==> src/rtl/oets_pkg.sv <==
// Shared types and the compare-exchange decision for the odd-even transposition sorter.
package oets_pkg;

   typedef enum logic [1:0] {
      IDLE,
      SORT,
      DONE
   } state_t;

   // Keys are zero-extended to this width before comparing, so any WIDTH up to it is supported.
   localparam int KEY_MAX_W = 64;

   function automatic logic cmp_swap(
      input logic [KEY_MAX_W-1:0] a,
      input logic [KEY_MAX_W-1:0] b,
      input logic                 descend
   );
      // Strict compares leave equal keys in place, which is what keeps the sort stable.
      return descend ? (a < b) : (a > b);
   endfunction

endpackage

==> src/rtl/oets_cmp_exch.sv <==
// Combinational compare-exchange cell: orders one key/tag pair and flags whether it swapped.
module oets_cmp_exch
   import oets_pkg::*;
#(
   parameter int WIDTH = 8,
   parameter int IDX_W = 3
)(
   input  logic [WIDTH-1:0] lo_key,
   input  logic [WIDTH-1:0] hi_key,
   input  logic [IDX_W-1:0] lo_tag,
   input  logic [IDX_W-1:0] hi_tag,
   input  logic             descend,
   output logic [WIDTH-1:0] first_key,
   output logic [WIDTH-1:0] second_key,
   output logic [IDX_W-1:0] first_tag,
   output logic [IDX_W-1:0] second_tag,
   output logic             swapped
);

   assign swapped    = cmp_swap(KEY_MAX_W'(lo_key), KEY_MAX_W'(hi_key), descend);
   assign first_key  = swapped ? hi_key : lo_key;
   assign second_key = swapped ? lo_key : hi_key;
   assign first_tag  = swapped ? hi_tag : lo_tag;
   assign second_tag = swapped ? lo_tag : hi_tag;

endmodule

==> src/rtl/oets_sorter.sv <==
// N-key odd-even transposition sorter with stable arg-sort tags, one phase per clock.
// Define OETS_EARLY_EXIT_EN to finish once two consecutive phases make no swap.
module oets_sorter
   import oets_pkg::*;
#(
   parameter int N     = 6,
   parameter int WIDTH = 8,
   parameter int IDX_W = $clog2(N)
)(
   input  logic             clk,
   input  logic             rst,
   input  logic             start,
   input  logic             descend,
   input  logic [WIDTH-1:0] data_in     [N],
   output logic             busy,
   output logic             done,
   output logic [WIDTH-1:0] data_sorted [N],
   output logic [IDX_W-1:0] idx_sorted  [N]
);

   localparam int PH_W     = $clog2(N + 1);
   localparam int NUM_EVEN = N / 2;
   localparam int NUM_ODD  = (N - 1) / 2;
   localparam int ODD_SW   = (NUM_ODD > 0) ? NUM_ODD : 1;

   state_t              state;
   state_t              state_next;
   logic [PH_W-1:0]     phase;
   logic                desc_q;
   logic [WIDTH-1:0]    key      [N];
   logic [IDX_W-1:0]    tag      [N];
   logic [WIDTH-1:0]    even_key [N];
   logic [WIDTH-1:0]    odd_key  [N];
   logic [WIDTH-1:0]    next_key [N];
   logic [IDX_W-1:0]    even_tag [N];
   logic [IDX_W-1:0]    odd_tag  [N];
   logic [IDX_W-1:0]    next_tag [N];
   logic [NUM_EVEN-1:0] even_swap;
   logic [ODD_SW-1:0]   odd_swap;
   logic                accept;
   logic                finish;
   logic                last_phase;
   logic                clean_exit;

   // Even-phase row: pairs (0,1),(2,3)..; a trailing element with odd N passes straight through.
   for (genvar k = 0; k < NUM_EVEN; k++) begin : g_even
      oets_cmp_exch #(.WIDTH(WIDTH), .IDX_W(IDX_W)) u_cx (
         .lo_key     (key[2*k]),
         .hi_key     (key[2*k+1]),
         .lo_tag     (tag[2*k]),
         .hi_tag     (tag[2*k+1]),
         .descend    (desc_q),
         .first_key  (even_key[2*k]),
         .second_key (even_key[2*k+1]),
         .first_tag  (even_tag[2*k]),
         .second_tag (even_tag[2*k+1]),
         .swapped    (even_swap[k])
      );
   end
   if (N % 2 == 1) begin : g_even_tail
      assign even_key[N-1] = key[N-1];
      assign even_tag[N-1] = tag[N-1];
   end

   // Odd-phase row: pairs (1,2),(3,4)..; element 0 and, for even N, the last element pass through.
   assign odd_key[0] = key[0];
   assign odd_tag[0] = tag[0];
   for (genvar k = 0; k < NUM_ODD; k++) begin : g_odd
      oets_cmp_exch #(.WIDTH(WIDTH), .IDX_W(IDX_W)) u_cx (
         .lo_key     (key[2*k+1]),
         .hi_key     (key[2*k+2]),
         .lo_tag     (tag[2*k+1]),
         .hi_tag     (tag[2*k+2]),
         .descend    (desc_q),
         .first_key  (odd_key[2*k+1]),
         .second_key (odd_key[2*k+2]),
         .first_tag  (odd_tag[2*k+1]),
         .second_tag (odd_tag[2*k+2]),
         .swapped    (odd_swap[k])
      );
   end
   if (N % 2 == 0) begin : g_odd_tail
      assign odd_key[N-1] = key[N-1];
      assign odd_tag[N-1] = tag[N-1];
   end
   if (NUM_ODD == 0) begin : g_no_odd
      assign odd_swap = '0;
   end

   always_comb begin
      for (int i = 0; i < N; i++) begin
         next_key[i] = phase[0] ? odd_key[i] : even_key[i];
         next_tag[i] = phase[0] ? odd_tag[i] : even_tag[i];
      end
   end

   assign last_phase = (phase == PH_W'(N - 1));

`ifdef OETS_EARLY_EXIT_EN
   logic any_swap;
   logic prev_clean;

   assign any_swap   = phase[0] ? |odd_swap : |even_swap;
   assign clean_exit = prev_clean && !any_swap;

   always_ff @(posedge clk or negedge rst) begin
      if (!rst) begin
         prev_clean <= 1'b0;
      end else if (accept) begin
         prev_clean <= 1'b0;
      end else if (state == SORT) begin
         prev_clean <= !any_swap;
      end
   end
`else
   // Swap flags are only consumed by the early-exit path; fold them into a sink otherwise.
   logic unused_swap;
   assign unused_swap = ^{even_swap, odd_swap};
   assign clean_exit  = 1'b0;
`endif

   // NOTE: state registers use non-blocking (<=) so every flop samples pre-edge values.
   always_ff @(posedge clk or negedge rst) begin
      if (!rst) begin
         state <= IDLE;
      end else begin
         state <= state_next;
      end
   end

   // NOTE: every always_comb output is defaulted first so no path can infer a latch.
   always_comb begin
      state_next = state;
      accept     = 1'b0;
      finish     = 1'b0;
      unique case (state)
         IDLE: begin
            if (start) begin
               accept     = 1'b1;
               state_next = SORT;
            end
         end
         SORT: begin
            if (last_phase || clean_exit) begin
               finish     = 1'b1;
               state_next = DONE;
            end
         end
         DONE:    state_next = IDLE;
         default: state_next = IDLE;
      endcase
   end

   // NOTE: the key/tag arrays are reset explicitly because an aborted sort must leave no residue.
   always_ff @(posedge clk or negedge rst) begin
      if (!rst) begin
         phase  <= '0;
         desc_q <= 1'b0;
         for (int i = 0; i < N; i++) begin
            key[i]         <= '0;
            tag[i]         <= '0;
            data_sorted[i] <= '0;
            idx_sorted[i]  <= '0;
         end
      end else if (accept) begin
         phase  <= '0;
         desc_q <= descend;
         for (int i = 0; i < N; i++) begin
            key[i] <= data_in[i];
            tag[i] <= IDX_W'(i);
         end
      end else if (state == SORT) begin
         phase <= phase + 1'b1;
         for (int i = 0; i < N; i++) begin
            key[i] <= next_key[i];
            tag[i] <= next_tag[i];
            if (finish) begin
               data_sorted[i] <= next_key[i];
               idx_sorted[i]  <= next_tag[i];
            end
         end
      end
   end

   assign busy = (state != IDLE);
   assign done = (state == DONE);

endmodule

==> config.mk <==
export PLATFORM = sky130hd
export DESIGN_NAME = oets_sorter
export DESIGN_NICKNAME = d
export VERILOG_FILES = /design/src/rtl/oets_pkg.sv /design/src/rtl/oets_cmp_exch.sv /design/src/rtl/oets_sorter.sv
export SDC_FILE = /design/constraint.sdc
export NUM_CORES = 1
export LEC_CHECK = 0
export ABC_AREA = 1
export BUFFER_PORTS_ARGS = -buffer_cell sky130_fd_sc_hd__buf_4
export CORE_ASPECT_RATIO = 0.6
export CORE_MARGIN = 2
export CORE_UTILIZATION = 58
export CTS_CLUSTER_DIAMETER = 200
export DETAILED_ROUTE_END_ITERATION = 8
export MAX_ROUTING_LAYER = met4
export PLACE_DENSITY = 0.87
export SLEW_MARGIN = 20
export SYNTH_ARGS = -nofsm -noshare
export SYNTH_HDL_FRONTEND = slang
export SYNTH_SLANG_ARGS = --single-unit
==> constraint.sdc <==
create_clock -name clk -period 2.5 [get_ports clk]
set_input_delay 0.125 -clock clk [delete_from_list [all_inputs] [get_ports clk]]
set_output_delay 0.125 -clock clk [all_outputs]
set_load 0.02 [all_outputs]
=== Word-level counts from Yosys, hierarchy flattened ===
Index checks and enable logic that the tools add are counted.

* Register bits after elaboration: 138
* Latch bits: 0
* RAM bits: 0
* ROM bits: 0
* Bits of input ports: 52
* Memories: 0

* Add/subtract/negate cells: 1
* Multipliers: 0
* Div/mod/pow operators: 0
* Magnitude comparators: 10
* Equality and inequality tests: 5
* Shifts and indexed selects: 0
* Multiplexer cells: 50
* Bitwise logic cells: 1
* Reductions and logical operators: 5

{| class="wikitable"
|+ Operator list
! operator !! count
|-
| $mux W8 || 16
|-
| $mux W48 || 2
|-
| $mux W3 || 18
|-
| $gt A8 B8 Y1 || 5
|-
| $lt A8 B8 Y1 || 5
|-
| $mux W18 || 2
|-
| $mux W1 || 9
|-
| $mux W2 || 2
|-
| $ne A2 B2 Y1 const B || 2
|-
| $pmux W2 S2 || 1
|-
| $reduce_bool A2 Y1 || 2
|-
| $add A3 B1 Y3 const B || 1
|-
| $eq A3 B3 Y1 const B || 1
|-
| $reduce_and A3 Y1 || 1
|-
| $eq A2 B1 Y1 const B || 1
|-
| $eq A2 B2 Y1 const B || 1
|-
| $logic_not A2 Y1 || 1
|-
| $reduce_and A2 Y1 || 1
|-
| $not A1 Y1 || 1
|}

=== Longest topological paths before layout ===
* Word-level depth: 6
* Depth in mapped cells: 17
* Mapped depth without buffers: 16

=== Hierarchy ===
From an unflattened synthesis, not the netlist that was laid out.

* Cell total of the unflattened synthesis: 1422
* Area total of the unflattened synthesis: 9477.8 um2

{| class="wikitable"
|+ Modules (own cells, without submodules)
! module !! times used !! cells each !! area each (um2)
|-
| oets_sorter || 1 || 862 || 6437.4
|-
| oets_cmp_exch || 5 || 112 || 608.1
|}

=== Least setup slack after synthesis ===
Ideal clock, no wire load.

* Path type: reg2reg
* From: register key[23] (netlist name)
* To: register tag[8] (netlist name)
* Library setup time: 0.131 ns
* Arrival: 1.701 ns
* Setup slack: 0.668 ns
* Stages on the path, launching flop included: 13
* Path buffers: 1
* Period minus slack after synthesis: 1.832 ns
* Path through: dfrtp_1 > inv_1 > ha_1 > a21o_1 > nor2_2 > nand2_1 > nand2_2 > nand2_2 > buf_4 > nand2_1 > nand3_1 > nand3_1 > o21ai_0

* Cells in the longest elaborated chain, start to end: 6
* Elaborated cells between the ends (all ways): 11
* Those cells by class: 4 x order compare; 7 x mux

{| class="wikitable"
|+ Ends and longest elaborated chain
! item !! line !! text
|-
| start, declared || oets_sorter.sv:30 || <nowiki>logic [WIDTH-1:0] key [N];</nowiki>
|-
| start signal, assigned by index || oets_sorter.sv:169 || <nowiki>key[i] <= data_in[i];</nowiki>
|-
| start signal, assigned by index || oets_sorter.sv:175 || <nowiki>key[i] <= next_key[i];</nowiki>
|-
| $gt A8 B8 Y1 or $lt A8 B8 Y1 (tied branches) || oets_pkg.sv:19 || <nowiki>return descend ? (a < b) : (a > b);</nowiki>
|-
| $mux W1 || oets_pkg.sv:19 ||
|-
| $mux W3, on equally long branches || oets_cmp_exch.sv:24, oets_cmp_exch.sv:23 ||
|-
| $mux W3 * || oets_sorter.sv:93 || <nowiki>next_tag[i] = phase[0] ? odd_tag[i] : even_tag[i];</nowiki>
|-
| $mux W18 * || oets_sorter.sv:172 || <nowiki>end else if (state == SORT) begin</nowiki>
|-
| $mux W18 * || oets_sorter.sv:165 || <nowiki>end else if (accept) begin</nowiki>
|-
| end signal, assigned by index || oets_sorter.sv:170 || <nowiki>tag[i] <= IDX_W'(i);</nowiki>
|-
| end signal, assigned by index || oets_sorter.sv:176 || <nowiki>tag[i] <= next_tag[i];</nowiki>
|-
| end, declared || oets_sorter.sv:31 || <nowiki>logic [IDX_W-1:0] tag [N];</nowiki>
|}

Every way passes the cells marked *; elsewhere a longest branch is shown, timed or not. The select of a mux whose other input is x is not followed.
A chain may end at the register's enable or synchronous reset.

=== Worst setup path after layout ===
* From: register key[27] (netlist name)
* To: register key[29] (netlist name)

* Cells in the longest elaborated chain, start to end: 6
* Elaborated cells between the ends (all ways): 11
* Those cells by class: 4 x order compare; 7 x mux

{| class="wikitable"
|+ Ends and longest elaborated chain
! item !! line !! text
|-
| $gt A8 B8 Y1 or $lt A8 B8 Y1 (tied branches) || oets_pkg.sv:19 ||
|-
| $mux W1 || oets_pkg.sv:19 ||
|-
| $mux W8, on equally long branches || oets_cmp_exch.sv:21, oets_cmp_exch.sv:22 ||
|-
| $mux W8 * || oets_sorter.sv:92 || <nowiki>next_key[i] = phase[0] ? odd_key[i] : even_key[i];</nowiki>
|-
| $mux W48 * || oets_sorter.sv:172 ||
|-
| $mux W48 * || oets_sorter.sv:165 ||
|}

Marked as above.

==> impl_metrics.tcl <==
set metrics [dict create \
    min_path_type "primary input to register" \
    cts.sinks 138 \
    layout_commonest_cell "nand2_1" \
    setup_violations 0 \
    wl_met2_mm 10.5 \
    syn_area_sq_um 8500 \
    avgSynthCellArea_sq_um 7.41 \
    ys_ff_latch 138 \
    gp_congestion 0.935 \
    status "completed" \
    synth-seq-area-share_pct 40.6 \
    clk_pin_slew_worst_paths_ns 0.06 \
    boundaryPins 120 \
    drc_errors 0 \
    top_layer "met4" \
    die-height_um 97.8 \
    drv_cap 0 \
    end_kind "register" \
    drv_slew 0 \
    grt_pass1_vias 8201 \
    final_cell_mix "nand2_1 (305), nand3_1 (249), buf_4 (152)" \
    cp.required_ns 2.78 \
    grtUsageTotal_pct 34.7 \
    wl_met1_mm 11.3 \
    portBuffers 119 \
    max_slew_margin_pct 61.1 \
    vias 8667 \
    numCtsBuffers 17 \
    timing.final.crit_share_pct 93.5 \
    grt_overflow 0 \
    rsz0062_at_grt "no" \
    hpwl_mm 17.6 \
    area_growth_pct 20.0 \
    path_class "register to register" \
    synth_cells 1147 \
    num_antenna_cells 0 \
    nets 1342 \
    die_w_um 160 \
    viasPerCell 5.94 \
    fmax_ghz 0.428 \
    antenna_found_initial 0 \
    worst_pin_slew_ns 0.583 \
    cts_buffer_depth 2 \
    grt_pass1_wl_mm 42.2 \
    met3WireLength_mm 3.12 \
    syn_nets 1241 \
    final.setup.tns_ns 0 \
    path_max_fanout 22 \
    htreeDepth 4 \
    start_kind "register" \
    grt_max_degree 55 \
    avgRoutedWirePerCell_um 17.4 \
    start_util_pct 58.9 \
    synth_top_area_cell "dfrtp_1" \
    core_sq_um 14400 \
    drive_above_1_share_pct 16.2 \
    firstDrtPassIters 5 \
    ant_nets 0 \
    period_needed_ns 2.34 \
    hold_viol 0 \
    synth_top_area_share_pct 40.6 \
    fill_cells 1122 \
    cts_root_buffer "clkbuf_16" \
    skew_ns 0.0111 \
    yosys_warnings 0 \
    cts_tree "built" \
    wirelength_mm 25.4 \
    drtIter0Drc 1162 \
    netlist_top_cells_area "dfrtp_1 (41%), nand3_1 (15%), nand2_1 (14%)" \
    fp-row-count 34 \
    ys_types 25 \
    crit_arrival_ns 2.62 \
    die_area_sq_um 15700 \
    clkLatencyLatePin_ns 0.42 \
]
-- per-stage QoR --
step / utilization (%) / std cells / hold slack [ns] / instance area [sq um] / worst slack, ns
after global placement: 66.2 / 1425 / 0.116 / 9550 / 0.353
after detailed placement: 66.2 / 1425 / 0.118 / 9550 / 0.264
after CTS: 70.7 / 1458 / 0.0250 / 10200 / 0.247
after floorplan: - / 1147 / -0.171 / 8500 / 0.668
after global routing: 70.7 / 1458 / 0.0495 / 10200 / 0.00139
final: 70.7 / 1458 / 0.0254 / 10200 / 0.164
-- final timing paths --
check | from | to | slack (ns) | cells after the start
max | key[27] | key[29] | 0.16 | 12
min | data_in[32] | key[32] | 0.03 | 4
max reg2reg | key[27] | key[29] | 0.16 | 12
min reg2reg | idx_sorted[3] | idx_sorted[3] | 0.49 | 2
max in group asynchronous | rst | key[19] | 1.45 | 3
min in group asynchronous | rst | data_sorted[1] | 0.23 | 2
-- state kept, by name, indices dropped and copies added, names as in the netlist --
| signal | cells |
|---|---|
| data_sorted | 48 |
| key | 48 |
| state | 2 |
| idx_sorted | 18 |
| odd_tag | 6 |
| desc_q | 1 |
| tag | 12 |
| phase | 3 |
-- synthesized netlist by cell type --
cell type and number:
a21o_1 5, nand2_1 306, nand4_1 3, a21oi_1 13, dfrtp_1 138, o21bai_1 48
nor2_1 17, xnor2_1 1, inv_1 96, a31oi_1 2, inv_2 1, ha_1 42
nand2_2 9, clkbuf_1 24, o22ai_1 2, nand3_1 249, nor2_2 3, buf_6 6
nor3_4 1, buf_1 7, o21ai_0 57, buf_4 8, o21ai_1 76, nand3_2 3
buf_2 30
-- cells by family (layout without fill, tap and decap cells) --
| family | after synthesis | count (layout) | synth area share (%) |
|---|---|---|---|
| AO/OA/AOI/OAI | 203 | 203 | 13.6 |
| buffers and inverters | 172 | 285 | 8.92 |
| XOR/XNOR | 1 | 1 | 0.103 |
| AND/OR/NAND/NOR | 591 | 591 | 30.6 |
| adder cells (fa/ha/maj) | 42 | 42 | 6.18 |
| flip-flops | 138 | 138 | 40.6 |
-- repair_timing --
action	in CTS	in global routing
gates resized for setup	0	0
setup buffers	0	0
hold buffers	2	0
endpoints found under the hold margin	51	0
-- routing by layer --
metal / track usage [%] / up-vias
met5: - / -
met1: 52.8 / 4006
met4: 9.22 / 0
met3: 5.73 / 51
met2: 47.8 / 585
li1: - / 4025
-- cell type report --
cell class / count / area [sq um] / area share, %
inverter: 97 / 365 / 3.58
tap: 198 / 248 / 2.43
timing repair buffer: 157 / 1210 / 11.9
clock inverter: 14 / 196 / 1.93
sequential: 138 / 3450 / 33.9
multi-input combinational: 837 / 4290 / 42.1
clock buffer: 17 / 425 / 4.17
-- worst max-delay path, cell delays in order, from the launching register on --
cell	delay (ns)
dfrtp_1	0.48
inv_1	0.12
ha_1	0.31
a21oi_1	0.23
nand2_1	0.10
nand2_1	0.10
nand2_1	0.07
nand2_2	0.07
nand2_2	0.27
nand2_1	0.17
nand3_1	0.10
nand2_1	0.12
o21bai_1	0.07
Power is left out: the tool's default activity adds up to more than one toggle a clock period on the data nets, which glitch-free logic cannot reach.
